<file path="src/rtl/reg_file_sb.sv">
// rtl/reg_file_sb.sv - 2R/1W register file with per-register busy scoreboard (optional ZERO_REG_EN: hardwired zero register)
module reg_file_sb #(
  parameter int DATA_W = 8,
  parameter int ADDR_W = 3
) (
  input  logic              clk_i,
  input  logic              rst_ni,
  input  logic [ADDR_W-1:0] rs1_addr_i,
  input  logic [ADDR_W-1:0] rs2_addr_i,
  output logic [DATA_W-1:0] rs1_data_o,
  output logic [DATA_W-1:0] rs2_data_o,
  output logic              rs1_busy_o,
  output logic              rs2_busy_o,
  input  logic              rsv_valid_i,
  input  logic [ADDR_W-1:0] rsv_addr_i,
  output logic              rsv_ready_o,
  input  logic              rd_wren_i,
  input  logic [ADDR_W-1:0] rd_addr_i,
  input  logic [DATA_W-1:0] rd_data_i,
  output logic [ADDR_W:0]   busy_cnt_o
);

  localparam int DEPTH = 2 ** ADDR_W;

`ifdef ZERO_REG_EN
  localparam logic ZERO_EN = 1'b1;
`else
  localparam logic ZERO_EN = 1'b0;
`endif

  logic [DATA_W-1:0] mem [DEPTH];
  logic [DEPTH-1:0]  busy;
  logic [DEPTH-1:0]  busy_nxt;
  logic [ADDR_W:0]   busy_cnt;
  logic [ADDR_W:0]   busy_cnt_nxt;

  logic wr_en;
  logic rsv_acc;
  logic cnt_inc;
  logic cnt_dec;

  // A hardwired-zero register swallows both writes and reservations
  assign wr_en   = rd_wren_i & ~(ZERO_EN & (rd_addr_i == '0));
  assign rsv_acc = rsv_valid_i & rsv_ready_o & ~(ZERO_EN & (rsv_addr_i == '0));

  // A register is reservable when free or being written back this very cycle
  assign rsv_ready_o = rst_ni & (~busy[rsv_addr_i] | (rd_wren_i & (rd_addr_i == rsv_addr_i)));

  // Read port 1: write-first bypass, forced to zero while in reset
  always_comb begin
    rs1_data_o = '0;
    rs1_busy_o = 1'b0;
    if (rst_ni && !(ZERO_EN && rs1_addr_i == '0)) begin
      if (rd_wren_i && rd_addr_i == rs1_addr_i) begin
        rs1_data_o = rd_data_i;
      end else begin
        rs1_data_o = mem[rs1_addr_i];
        rs1_busy_o = busy[rs1_addr_i];
      end
    end
  end

  // Read port 2: identical to port 1
  always_comb begin
    rs2_data_o = '0;
    rs2_busy_o = 1'b0;
    if (rst_ni && !(ZERO_EN && rs2_addr_i == '0)) begin
      if (rd_wren_i && rd_addr_i == rs2_addr_i) begin
        rs2_data_o = rd_data_i;
      end else begin
        rs2_data_o = mem[rs2_addr_i];
        rs2_busy_o = busy[rs2_addr_i];
      end
    end
  end

  // Next busy vector: writeback clears first, so a colliding reservation wins
  always_comb begin
    busy_nxt = busy;
    if (wr_en) begin
      busy_nxt[rd_addr_i] = 1'b0;
    end
    if (rsv_acc) begin
      busy_nxt[rsv_addr_i] = 1'b1;
    end
  end

  // Counter tracks real 0->1 and 1->0 transitions so it always equals the popcount
  always_comb begin
    cnt_inc = rsv_acc & ~busy[rsv_addr_i];
    cnt_dec = wr_en & busy[rd_addr_i] & ~(rsv_acc & (rsv_addr_i == rd_addr_i));
    busy_cnt_nxt = busy_cnt;
    if (cnt_inc && !cnt_dec) begin
      busy_cnt_nxt = busy_cnt + 1'b1;
    end else if (cnt_dec && !cnt_inc) begin
      busy_cnt_nxt = busy_cnt - 1'b1;
    end
  end

  // Storage, scoreboard and counter state; reset discards all reservations
  always_ff @(posedge clk_i) begin
    if (!rst_ni) begin
      for (int i = 0; i < DEPTH; i++) begin
        mem[i] <= '0;
      end
      busy     <= '0;
      busy_cnt <= '0;
    end else begin
      if (wr_en) begin
        mem[rd_addr_i] <= rd_data_i;
      end
      busy     <= busy_nxt;
      busy_cnt <= busy_cnt_nxt;
    end
  end

  assign busy_cnt_o = busy_cnt;

endmodule

</file>
<file path="config.mk">
export PLATFORM = sky130hd
export DESIGN_NAME = reg_file_sb
export DESIGN_NICKNAME = d
export VERILOG_FILES = /design/src/rtl/reg_file_sb.sv
export SDC_FILE = /design/constraint.sdc
export NUM_CORES = 1
export LEC_CHECK = 0
export CORE_UTILIZATION = 52
export CTS_BUF_LIST = sky130_fd_sc_hd__clkbuf_16
export DETAILED_ROUTE_END_ITERATION = 6
export PLACE_DENSITY_LB_ADDON = 0.15
export RECOVER_POWER = 50
export SLEW_MARGIN = 20
export SYNTH_ARGS = -nofsm -noshare
export SYNTH_HDL_FRONTEND = slang
export SYNTH_SLANG_ARGS = --single-unit
</file>
<file path="constraint.sdc">
create_clock -name clk_i -period 2.18 [get_ports clk_i]
set_input_delay 0.218 -clock clk_i [delete_from_list [all_inputs] [get_ports clk_i]]
set_output_delay 0.218 -clock clk_i [all_outputs]
set_load 0.01 [all_outputs]
</file>
== After elaboration in Yosys (flattened, before gate mapping) ==
Memory sizes are Yosys's and may differ from the RTL's.
Cells that the tools add are included.
Storage, ports and cells
  register bits after elaboration: 12
  memory bits (writable): 64
  input bits: 24
  word-level logic and storage cells: 69
  memories: 1
Operators by class
  add/subtract/negate cells: 2
  order comparisons: 6
  eq/ne operators: 4
  mux-type cells: 31
  bitwise gates (word level): 13
  reduce and logical (&&, ||, !) cells: 10
Memories
  mem: depth 8, width 8, read ports 2, clocked after memory_dff 0, write ports 8, RTL line 31  | logic [DATA_W-1:0] mem [DEPTH];
Operator list (count)
  two-way mux 8 bit: 7
  < comparator 3 x 4 -> 1 bit, second input constant: 4
  two-way mux 1 bit: 15
  binary-select mux 1 bit (select 3 bit): 4
  == test 3 bit: 4
  AND 8 bit: 1
  two-way mux 4 bit: 2
  inverter 8 bit: 1
  OR 8 bit: 1
  OR reduction 8 bit: 1
  AND 1 bit: 7
  demux 1 bit (select 3 bit): 2
  greater-or-equal comparator 3 x 1 -> 1 bit, second input constant: 2
  logical AND 1 bit: 6
  adder 4 x 1 -> 4 bit, second input constant: 1
  subtractor 4 x 1 -> 4 bit, second input constant: 1
  two-way mux 3 bit: 1
  logical NOT 1 bit: 2
  inverter 1 bit: 2
  nonzero test 2 bit: 1
  OR 1 bit: 1

== Logic depth before layout (Yosys ltp) ==
Gate-level depths: netlist (run 1).
  word-level depth: 12
  depth in mapped cells: 13

== Worst setup path before layout (run 1) ==
Ideal clock, no wire load.
  path kind: input-to-reg
  start: input port rd_addr_i[2]
  end: register busy_cnt[3], in the netlist busy_cnt_o[3]
  arrival: 2.310 ns
  setup slack: -0.202 ns
  stages: 12
  buffers on the path: 1
  cell sequence: buf_6 -> mux2_2 -> a221oi_1 -> a31oi_1 -> o211ai_1 -> ha_1 -> inv_1 -> ha_1 -> a21oi_1 -> a211oi_1 -> a31oi_1 -> mux2i_1
Between the ends
  longest elaborated chain between the ends: 11
  elaborated cells between the ends (all ways): 19
  classes of those cells: eq/ne (2); mux (3); bitwise (9); reduce/logical (5)
Ends and longest elaborated chain
  from (decl): RTL line 18  | input logic [ADDR_W-1:0] rd_addr_i,
  == test 3 bit: RTL line 47, 91
  AND 1 bit: RTL line 47  | assign rsv_ready_o = rst_ni & (~busy[rsv_addr_i] | (rd_wren_i & (rd_addr_i == rsv_addr_i)));
  OR 1 bit: RTL line 47
  AND 1 bit: RTL line 47
  AND 1 bit: RTL line 44  | assign rsv_acc = rsv_valid_i & rsv_ready_o & ~(ZERO_EN & (rsv_addr_i == '0));
  AND 1 bit: RTL line 91  | cnt_dec = wr_en & busy[rd_addr_i] & ~(rsv_acc & (rsv_addr_i == rd_addr_i));
  inverter 1 bit: RTL line 91
  AND 1 bit: RTL line 91
  logical NOT 1 bit: RTL line 93  | if (cnt_inc && !cnt_dec) begin
  logical AND 1 bit: RTL line 93
  two-way mux 4 bit or nonzero test 2 bit (tied branches)
  to (signal assigned): RTL line 113  | busy_cnt <= busy_cnt_nxt;
  to (decl): RTL line 34  | logic [ADDR_W:0] busy_cnt;
Parallel ways exist; a longest one is shown, timed or not. The select of a mux whose other input is x is not followed.
A chain may end at the register's enable or synchronous reset.

== Worst setup path in the final report (run 1) ==
  start: register busy[2]
  end: register busy_cnt[3], in the netlist busy_cnt_o[3]
Between the ends
  longest elaborated chain between the ends: 12
  elaborated cells between the ends (all ways): 19
  classes of those cells: mux (5); bitwise (9); reduce/logical (5)
Ends and longest elaborated chain
  from (decl): RTL line 32  | logic [DEPTH-1:0] busy;
  from (signal assigned): RTL line 112  | busy <= busy_nxt;
  binary-select mux 1 bit (select 3 bit): RTL line 47, 90
  two-way mux 1 bit (not written as such): RTL line 47, 90
  inverter 1 bit: RTL line 47, 90
  OR 1 bit: RTL line 47
  AND 1 bit: RTL line 47
  AND 1 bit: RTL line 44
  AND 1 bit: RTL line 91
  inverter 1 bit: RTL line 91
  AND 1 bit: RTL line 91
  logical NOT 1 bit: RTL line 93
  logical AND 1 bit: RTL line 93
  two-way mux 4 bit or nonzero test 2 bit (tied branches)
Parallel ways exist; a longest one is shown, timed or not. The select of a mux whose other input is x is not followed.

==> load_flow_metrics.sql, run 1 <==
INSERT INTO impl_metrics (metric_group, metric, value, unit) VALUES
('power_and_ir_drop', 'pwr_density_cell', '639', 'nW/um2'),
('floorplan', 'chipHeight', '98.5', 'um'),
('placed_design', 'place_worst_setup_slack', '-0.613', 'ns'),
('floorplan', 'core_area', '8890', 'um2'),
('final_layout', 'final_nets', '536', ''),
('routing', 'total_number_of_vias', '3800', ''),
('worst_setup_path', 'cp-startpoint', 'busy[2]', ''),
('worst_setup_path', 'worst_path_dominant_cell_family', 'compound AO/OA/AOI/OAI gates', ''),
('timing', 'fin_ws', '-0.0784', 'ns'),
('clock_tree', 'clockBufferDepth', '2', ''),
('floorplan', 'dieWidth', '98.5', 'um'),
('worst_setup_path', 'cp_slowest_cell', 'sky130_fd_sc_hd__dfxtp_2', ''),
('floorplan', 'num_rows', '34', ''),
('timing', 'finalWorstPathRequiredPeriod', '2.26', 'ns'),
('flow_run', 'max_cap_violations', '0', ''),
('floorplan', 'pin_count', '47', ''),
('yosys', 'yosysMostFrequentCell', 'sky130_fd_sc_hd__and2_1', ''),
('global_route', 'global_route.overflow_total', '0', ''),
('yosys', 'synth_top_cell_area_share', '0.397', ''),
('yosys', 'syn-num-nets', '404', ''),
('timing', 'period_share', '1.04', ''),
('worst_setup_path', 'endpoint_kind', 'register', ''),
('global_route', 'first_global_vias', '3844', ''),
('worst_setup_path', 'crit_path_start_kind', 'register', ''),
('floorplan', 'floorplan.initialDensity', '0.545', ''),
('global_route', 'grt_usage', '0.299', ''),
('timing', 'slew_viol_final', '0', ''),
('routing', 'drt_first_pass_iters', '7', ''),
('worst_setup_path', 'timing_worst_setup_path_type', 'reg2reg', ''),
('routing', 'drc', '4', ''),
('worst_setup_path', 'cp.arrival', '2.53', 'ns'),
('global_route', 'largest_net_degree_at_the_start_of_global_routing', '15', ''),
('worst_setup_path', 'worst-path-max-fanout', '4', ''),
('power_and_ir_drop', 'max-vdd-ir-drop', '495', 'uV'),
('final_layout', 'ff_latch_area', '2160', 'um2'),
('hold_path', 'min-delay-path-class', 'in2reg', ''),
('worst_setup_path', 'reg2reg_depth', '11', ''),
('worst_setup_path', 'r2r_end', 'busy_cnt_o[3]', ''),
('final_layout', 'flow.area_growth_from_synthesis', '33.4', '%'),
('worst_setup_path', 'crit_path_cell_trace', 'mux2_4, a221oi_2, a31oi_1, o211ai_1, ha_2, inv_4, ha_4, a21oi_4, a211oi_2, a31oi_1, mux2i_1', ''),
('run_status', 'failing_checks', 'design-rule violations, negative setup slack', ''),
('timing', 'max_slew_margin', '0.501', ''),
('final_layout', 'post_route_cells_drive_above_1_share', '0.308', ''),
('timing', 'grt_setup_unrepaired', 'yes', ''),
('yosys', 'synth_top_cells_by_area', 'sky130_fd_sc_hd__edfxtp_1, sky130_fd_sc_hd__mux4_1, sky130_fd_sc_hd__and2_1, sky130_fd_sc_hd__mux4_2, sky130_fd_sc_hd__dfxtp_1', ''),
('run_status', 'outcome', 'complete, but fails checks', ''),
('worst_setup_path', 'setup.reg_to_reg.worst_slack', '-0.08', 'ns'),
('clock_tree', 'cts_tree', 'yes', ''),
('clock_tree', 'clock_tree.htree_level_count', '3', ''),
('placed_design', 'place_inst', '587', ''),
('worst_setup_path', 'crit_path_end', 'busy_cnt_o[3]', ''),
('worst_setup_path', 'regToRegStartpoint', 'busy[2]', ''),
('timing', 'max_freq', '443', 'MHz'),
('placed_design', 'placement.cell_area', '6000', 'um2'),
('clock_tree', 'cts_hold_buffers', '0', ''),
('routing', 'route.detailed.wl_per_inst', '22.1', 'um'),
('floorplan', 'die_area', '9710', 'um2'),
('routing', 'antenna_violating_nets_post_route', '0', ''),
('final_layout', 'final_area', '6460', 'um2'),
('yosys', 'post_synthesis_cell_type_count', '47', ''),
('routing', 'dr.first_iter.drc_count', '261', ''),
('global_route', 'antenna_found_initial', '0', ''),
('yosys', 'ys.warnings.count', '0', ''),
('timing', 'tightest_pin_transition', '0.745', 'ns'),
('worst_setup_path', 'critical_path_buffers_and_inverters', '1', ''),
('timing', 'finalSetupViolations', '24', ''),
('yosys', 'synth_edf_count', '64', ''),
('final_layout', 'filler_cell_count', '621', ''),
('routing', 'wirelength', '13700', 'um'),
('yosys', 'synthCells', '376', ''),
('worst_setup_path', 'timing.critical_path.required', '2.45', 'ns');
==> where the power goes <==
group	internal, uW	total [uW]	switching (uW)
clock	890	1500	609
sequential	1680	1740	66.5
combinational	481	889	408
total	3050	4130	1080
==> sequential cells by signal (all words and copies together), names as in the netlist <==
name	cells
busy	8
mem	64
busy_cnt_o	4
==> kinds of logic (layout without fill, tap and decap cells) <==
kind of cell | after synthesis | after routing | synth area share
muxes | 60 | 60 | 0.231
AOI/OAI and AO/OA | 74 | 74 | 0.104
buffers and inverters | 33 | 170 | 0.0442
xor gates and xnor gates | 11 | 11 | 0.0199
DFF | 76 | 76 | 0.446
adders and majority gates | 4 | 4 | 0.0119
and+or+nand+nor | 118 | 118 | 0.143
==> area by class of cell <==
| type | instances | area share |
|---|---|---|
| clock buffer | 9 | 0.0348 |
| sequential | 76 | 0.335 |
| multi-input combinational | 267 | 0.396 |
| timing repair buffer | 148 | 0.199 |
| clock inverter | 7 | 0.0114 |
| tap | 108 | 0.0209 |
| inverter | 6 | 0.00387 |
==> timing repair <==
item	CTS	global route
endpoints found under the setup margin	22	12
gates resized for setup	50	19
buffers inserted	11	5
pin swaps	8	4
gates cloned	2	0
endpoints found under the hold margin	0	0
==> worst min-delay path, cell delays in order <==
cell and delay (ns):
sky130_fd_sc_hd__dlygate4sd2_1 0.24, sky130_fd_sc_hd__buf_6 0.14, sky130_fd_sc_hd__nand2_1 0.06, sky130_fd_sc_hd__o21ai_1 0.05
==> how the worst min path moves through the flow <==
stage                                to  cells after the start          start
after floorplan               mem[0][0]                      1   rd_data_i[0]
after global placement    busy_cnt_o[3]                      2  busy_cnt_o[3]
after detailed placement  busy_cnt_o[3]                      2  busy_cnt_o[3]
after CTS                       busy[4]                      4  rsv_addr_i[2]
after global routing            busy[4]                      4  rsv_addr_i[2]
final                           busy[4]                      4  rsv_addr_i[2]
==> metal layers <==
metal | routed length [um] | global-route usage | vias to the layer above
li1 | - | - | 1733
met1 | 5460 | 0.371 | 1885
met2 | 7110 | 0.540 | 152
met3 | 878 | 0.0468 | 30
met4 | 263 | 0.0907 | 0
met5 | 0 | 0 | -
==> metrics by stage <==
step	util	hold slack, ns	TNS (ns)	total power (uW)
floorplan	-	0.416	-0.0417	2220
global placement	0.675	0.460	-7.22	2590
detailed placement	0.675	0.467	-8.01	2620
CTS	0.726	0.411	-0.0791	4110
global route	0.727	0.457	-3.92	4270
finish	0.727	0.409	-0.704	4130
==> cells in the final DEF (no fill, tap or decap), types with 4 or more instances in the layout <==
master | netlist | layout
sky130_fd_sc_hd__buf_4 | 6 | 69
sky130_fd_sc_hd__edfxtp_1 | 64 | 64
sky130_fd_sc_hd__and2_1 | 66 | 60
sky130_fd_sc_hd__mux2i_1 | 22 | 22
sky130_fd_sc_hd__dlygate4sd2_1 | 0 | 21
sky130_fd_sc_hd__mux4_2 | 18 | 19
sky130_fd_sc_hd__mux4_1 | 18 | 17
sky130_fd_sc_hd__a21oi_1 | 18 | 16
sky130_fd_sc_hd__o21ai_0 | 23 | 16
sky130_fd_sc_hd__nor2_1 | 15 | 15
sky130_fd_sc_hd__clkdlybuf4s50_1 | 0 | 15
sky130_fd_sc_hd__nand2_1 | 12 | 12
sky130_fd_sc_hd__dfxtp_1 | 12 | 11
sky130_fd_sc_hd__buf_6 | 3 | 11
sky130_fd_sc_hd__clkbuf_2 | 0 | 10
sky130_fd_sc_hd__o21ai_1 | 2 | 9
sky130_fd_sc_hd__clkbuf_16 | 0 | 9
sky130_fd_sc_hd__xnor2_1 | 8 | 7
sky130_fd_sc_hd__a31oi_1 | 6 | 6
sky130_fd_sc_hd__nand2b_1 | 6 | 6
sky130_fd_sc_hd__and2_0 | 0 | 6
sky130_fd_sc_hd__o41ai_1 | 6 | 6
sky130_fd_sc_hd__clkbuf_1 | 6 | 6
sky130_fd_sc_hd__buf_12 | 2 | 6
sky130_fd_sc_hd__nand3b_1 | 4 | 4
sky130_fd_sc_hd__o211a_1 | 4 | 4
sky130_fd_sc_hd__inv_1 | 6 | 4
(Power assumes the default switching activity.)
==> inputs of run 2 (changes only) <==
- CTS_CLUSTER_SIZE: unset -> 12
==> results of run 2 <==
No change in the layout: final DEF, timing and power equal those of run 1.
==> inputs of run 3 (changes only) <==
- CORE_UTILIZATION: 52 -> 58
- CTS_CLUSTER_SIZE: 12 -> unset
- clock period: 2.18 -> 2.13 ns (I/O delays scaled with it)
==> load_flow_metrics.sql, run 3 (synthesized netlist as in run 1, its figures left out) <==
INSERT INTO impl_metrics (metric_group, metric, value, unit) VALUES
('floorplan', 'pin_count', '47', ''),
('routing', 'vias_per_cell', '6.41', ''),
('power_and_ir_drop', 'fin_total_pwr', '4390', 'uW'),
('floorplan', 'num_rows', '32', ''),
('final_layout', 'largest_register_by_flop_count', 'mem', ''),
('run_status', 'outcome', 'complete, but fails checks', ''),
('timing', 'finalSetupViolations', '5', ''),
('timing', 'finalWorstPathRequiredPeriod', '2.41', 'ns'),
('timing', 'max_freq', '415', 'MHz'),
('flow_run', 'max_cap_violations', '0', ''),
('power_and_ir_drop', 'p_leak', '0.00266', 'uW'),
('timing', 'tightest_pin_transition', '0.713', 'ns'),
('clock_tree', 'clockBufferDepth', '2', ''),
('global_route', 'grt_usage', '0.356', ''),
('final_layout', 'mostFrequentLayoutCells', 'sky130_fd_sc_hd__buf_4, sky130_fd_sc_hd__and2_1, sky130_fd_sc_hd__edfxtp_1, sky130_fd_sc_hd__dlygate4sd2_1', ''),
('global_route', 'antenna_found_initial', '0', ''),
('global_route', 'grt_first_pass_wirelength', '22000', 'um'),
('timing', 'tns', '-0.701', 'ns'),
('worst_setup_path', 'worst-path-max-fanout', '4', ''),
('clock_tree', 'cts_tree', 'yes', ''),
('hold_path', 'min-delay-path-class', 'reg2reg', ''),
('timing', 'grt_setup_unrepaired', 'yes', ''),
('worst_setup_path', 'timing.critical_path.required', '2.39', 'ns'),
('floorplan', 'dieWidth', '93.4', 'um'),
('final_layout', 'insertedDiodeCount', '0', ''),
('clock_tree', 'cts-buffers-inserted', '9', ''),
('placed_design', 'gp_congestion', '0.920', ''),
('final_layout', 'final_common_cell', 'sky130_fd_sc_hd__buf_4', ''),
('worst_setup_path', 'reg2reg_depth', '11', ''),
('floorplan', 'core_area', '7890', 'um2'),
('clock_tree', 'clkTransAtPathRegs', '0.06', 'ns'),
('routing', 'antenna_violating_nets_post_route', '0', ''),
('routing', 'dr.first_iter.drc_count', '431', ''),
('clock_tree', 'clk-insertion-delay-late', '0.34', 'ns'),
('timing', 'final-hold-violation-count', '0', ''),
('clock_tree', 'cts.sinks', '76', ''),
('worst_setup_path', 'crit_path_start_kind', 'register', ''),
('worst_setup_path', 'r2r_end', 'busy_cnt_o[3]', ''),
('worst_setup_path', 'crit_path_end', 'busy_cnt_o[3]', ''),
('timing', 'period_share', '1.13', ''),
('clock_tree', 'clock_tree.htree_level_count', '3', ''),
('floorplan', 'die_area', '8720', 'um2'),
('timing', 'slew_viol_final', '0', ''),
('timing', 'fin_ws', '-0.280', 'ns'),
('final_layout', 'final_cell_count_no_fill', '615', ''),
('floorplan', 'chipHeight', '93.4', 'um'),
('placed_design', 'hpwlAfterDp', '9480', 'um'),
('placed_design', 'port_buffers', '46', ''),
('worst_setup_path', 'setup.reg_to_reg.worst_slack', '-0.28', 'ns'),
('worst_setup_path', 'timing_worst_setup_path_type', 'reg2reg', ''),
('final_layout', 'flow.area_growth_from_synthesis', '35.6', '%'),
('run_status', 'failing_checks', 'negative setup slack', ''),
('clock_tree', 'clock-root-buffer', 'sky130_fd_sc_hd__clkbuf_16', ''),
('global_route', 'largest_net_degree_at_the_start_of_global_routing', '15', ''),
('worst_setup_path', 'endpoint_kind', 'register', ''),
('worst_setup_path', 'regToRegStartpoint', 'busy[2]', ''),
('power_and_ir_drop', 'pwr_density_cell', '668', 'nW/um2'),
('global_route', 'global_route.overflow_total', '0', ''),
('routing', 'drt_first_pass_iters', '5', ''),
('final_layout', 'largest_register_ff_count', '64', ''),
('clock_tree', 'cts_hold_buffers', '0', ''),
('placed_design', 'place_inst', '579', ''),
('floorplan', 'floorplan.initialDensity', '0.614', ''),
('final_layout', 'final_area', '6570', 'um2'),
('routing', 'route.detailed.wl_per_inst', '23.3', 'um'),
('worst_setup_path', 'cp-startpoint', 'busy[2]', ''),
('routing', 'wirelength', '14300', 'um'),
('worst_setup_path', 'cp.arrival', '2.67', 'ns'),
('global_route', 'first_global_vias', '4142', ''),
('timing', 'max_slew_margin', '0.523', ''),
('final_layout', 'final_nets', '536', ''),
('power_and_ir_drop', 'max-vdd-ir-drop', '562', 'uV'),
('timing', 'worst_clock_skew', '0.00425', 'ns'),
('placed_design', 'placement.cell_area', '5970', 'um2'),
('routing', 'total_number_of_vias', '3941', ''),
('routing', 'drc', '0', ''),
('final_layout', 'post_route_cells_drive_above_1_share', '0.324', '');
[run 3: cell count changes in the layout (fill, tap and decap cells not counted), moves of 3 or more]
cell,before,now
sky130_fd_sc_hd__buf_6,11,6
sky130_fd_sc_hd__and2_0,6,0
sky130_fd_sc_hd__and2_1,60,66
sky130_fd_sc_hd__o21ai_1,9,4
sky130_fd_sc_hd__clkbuf_2,10,0
sky130_fd_sc_hd__clkbuf_1,6,0
sky130_fd_sc_hd__o21ai_0,16,21
sky130_fd_sc_hd__buf_4,69,86
sky130_fd_sc_hd__clkdlybuf4s15_2,0,3
[run 3: report_power, final]
group	internal (uW)	switching (uW)	total, uW
sequential	1720	65.4	1780
clock	1030	631	1660
combinational	508	436	944
total	3260	1130	4390
[run 3: metrics by stage]
step | util | hold slack [ns] | setup slack, ns
finish | 0.833 | 0.487 | -0.280
global route | 0.833 | 0.524 | -0.394
CTS | 0.824 | 0.491 | -0.229
detailed placement | 0.756 | 0.475 | -0.735
global placement | 0.756 | 0.459 | -0.626
floorplan | - | 0.411 | -0.0867
[run 3: worst min path at each step]
stage,start,end,slack [ns],cells after the start
after floorplan,rd_data_i[0],mem[0][0],0.41,1
after global placement,busy_cnt_o[3],busy_cnt_o[3],0.46,2
after detailed placement,busy_cnt_o[3],busy_cnt_o[3],0.47,2
after CTS,busy_cnt_o[3],busy_cnt_o[3],0.49,2
after global routing,busy_cnt_o[3],busy_cnt_o[3],0.52,2
final,busy_cnt_o[3],busy_cnt_o[3],0.49,2
[run 3: worst max-delay path: stages, from the launching register on]
cell and delay [ns]:
sky130_fd_sc_hd__dfxtp_2 0.33, sky130_fd_sc_hd__mux2_4 0.27, sky130_fd_sc_hd__a221oi_2 0.29, sky130_fd_sc_hd__a31oi_1 0.08, sky130_fd_sc_hd__o211ai_1 0.20, sky130_fd_sc_hd__ha_2 0.24
sky130_fd_sc_hd__inv_4 0.06, sky130_fd_sc_hd__ha_4 0.29, sky130_fd_sc_hd__a21oi_4 0.06, sky130_fd_sc_hd__buf_4 0.13, sky130_fd_sc_hd__a31oi_2 0.19, sky130_fd_sc_hd__mux2i_1 0.21
[run 3: repair_timing]
item | in CTS | in global routing
gates resized for setup | 52 | 9
setup buffers | 11 | 6
endpoints found under the setup margin | 22 | 14
cloned | 3 | 0
pin swaps | 3 | 8
[run 3: area by class of cell]
type                       count  area [um2]
timing repair buffer         148        1360
multi-input combinational    267        2570
sequential                    76        2160
fill                         423        1320
inverter                       6        25.0
clock inverter                 7        97.6
tap                          102         128
clock buffer                   9         225
[run 3: metal layers]
| layer | part of all wire | GRT usage | vias to the layer above |
|---|---|---|---|
| li1 | - | - | 1744 |
| met1 | 0.36 | 0.396 | 1880 |
| met2 | 0.51 | 0.632 | 254 |
| met3 | 0.077 | 0.0610 | 63 |
| met4 | 0.057 | 0.219 | 0 |
| met5 | 0 | 0 | - |
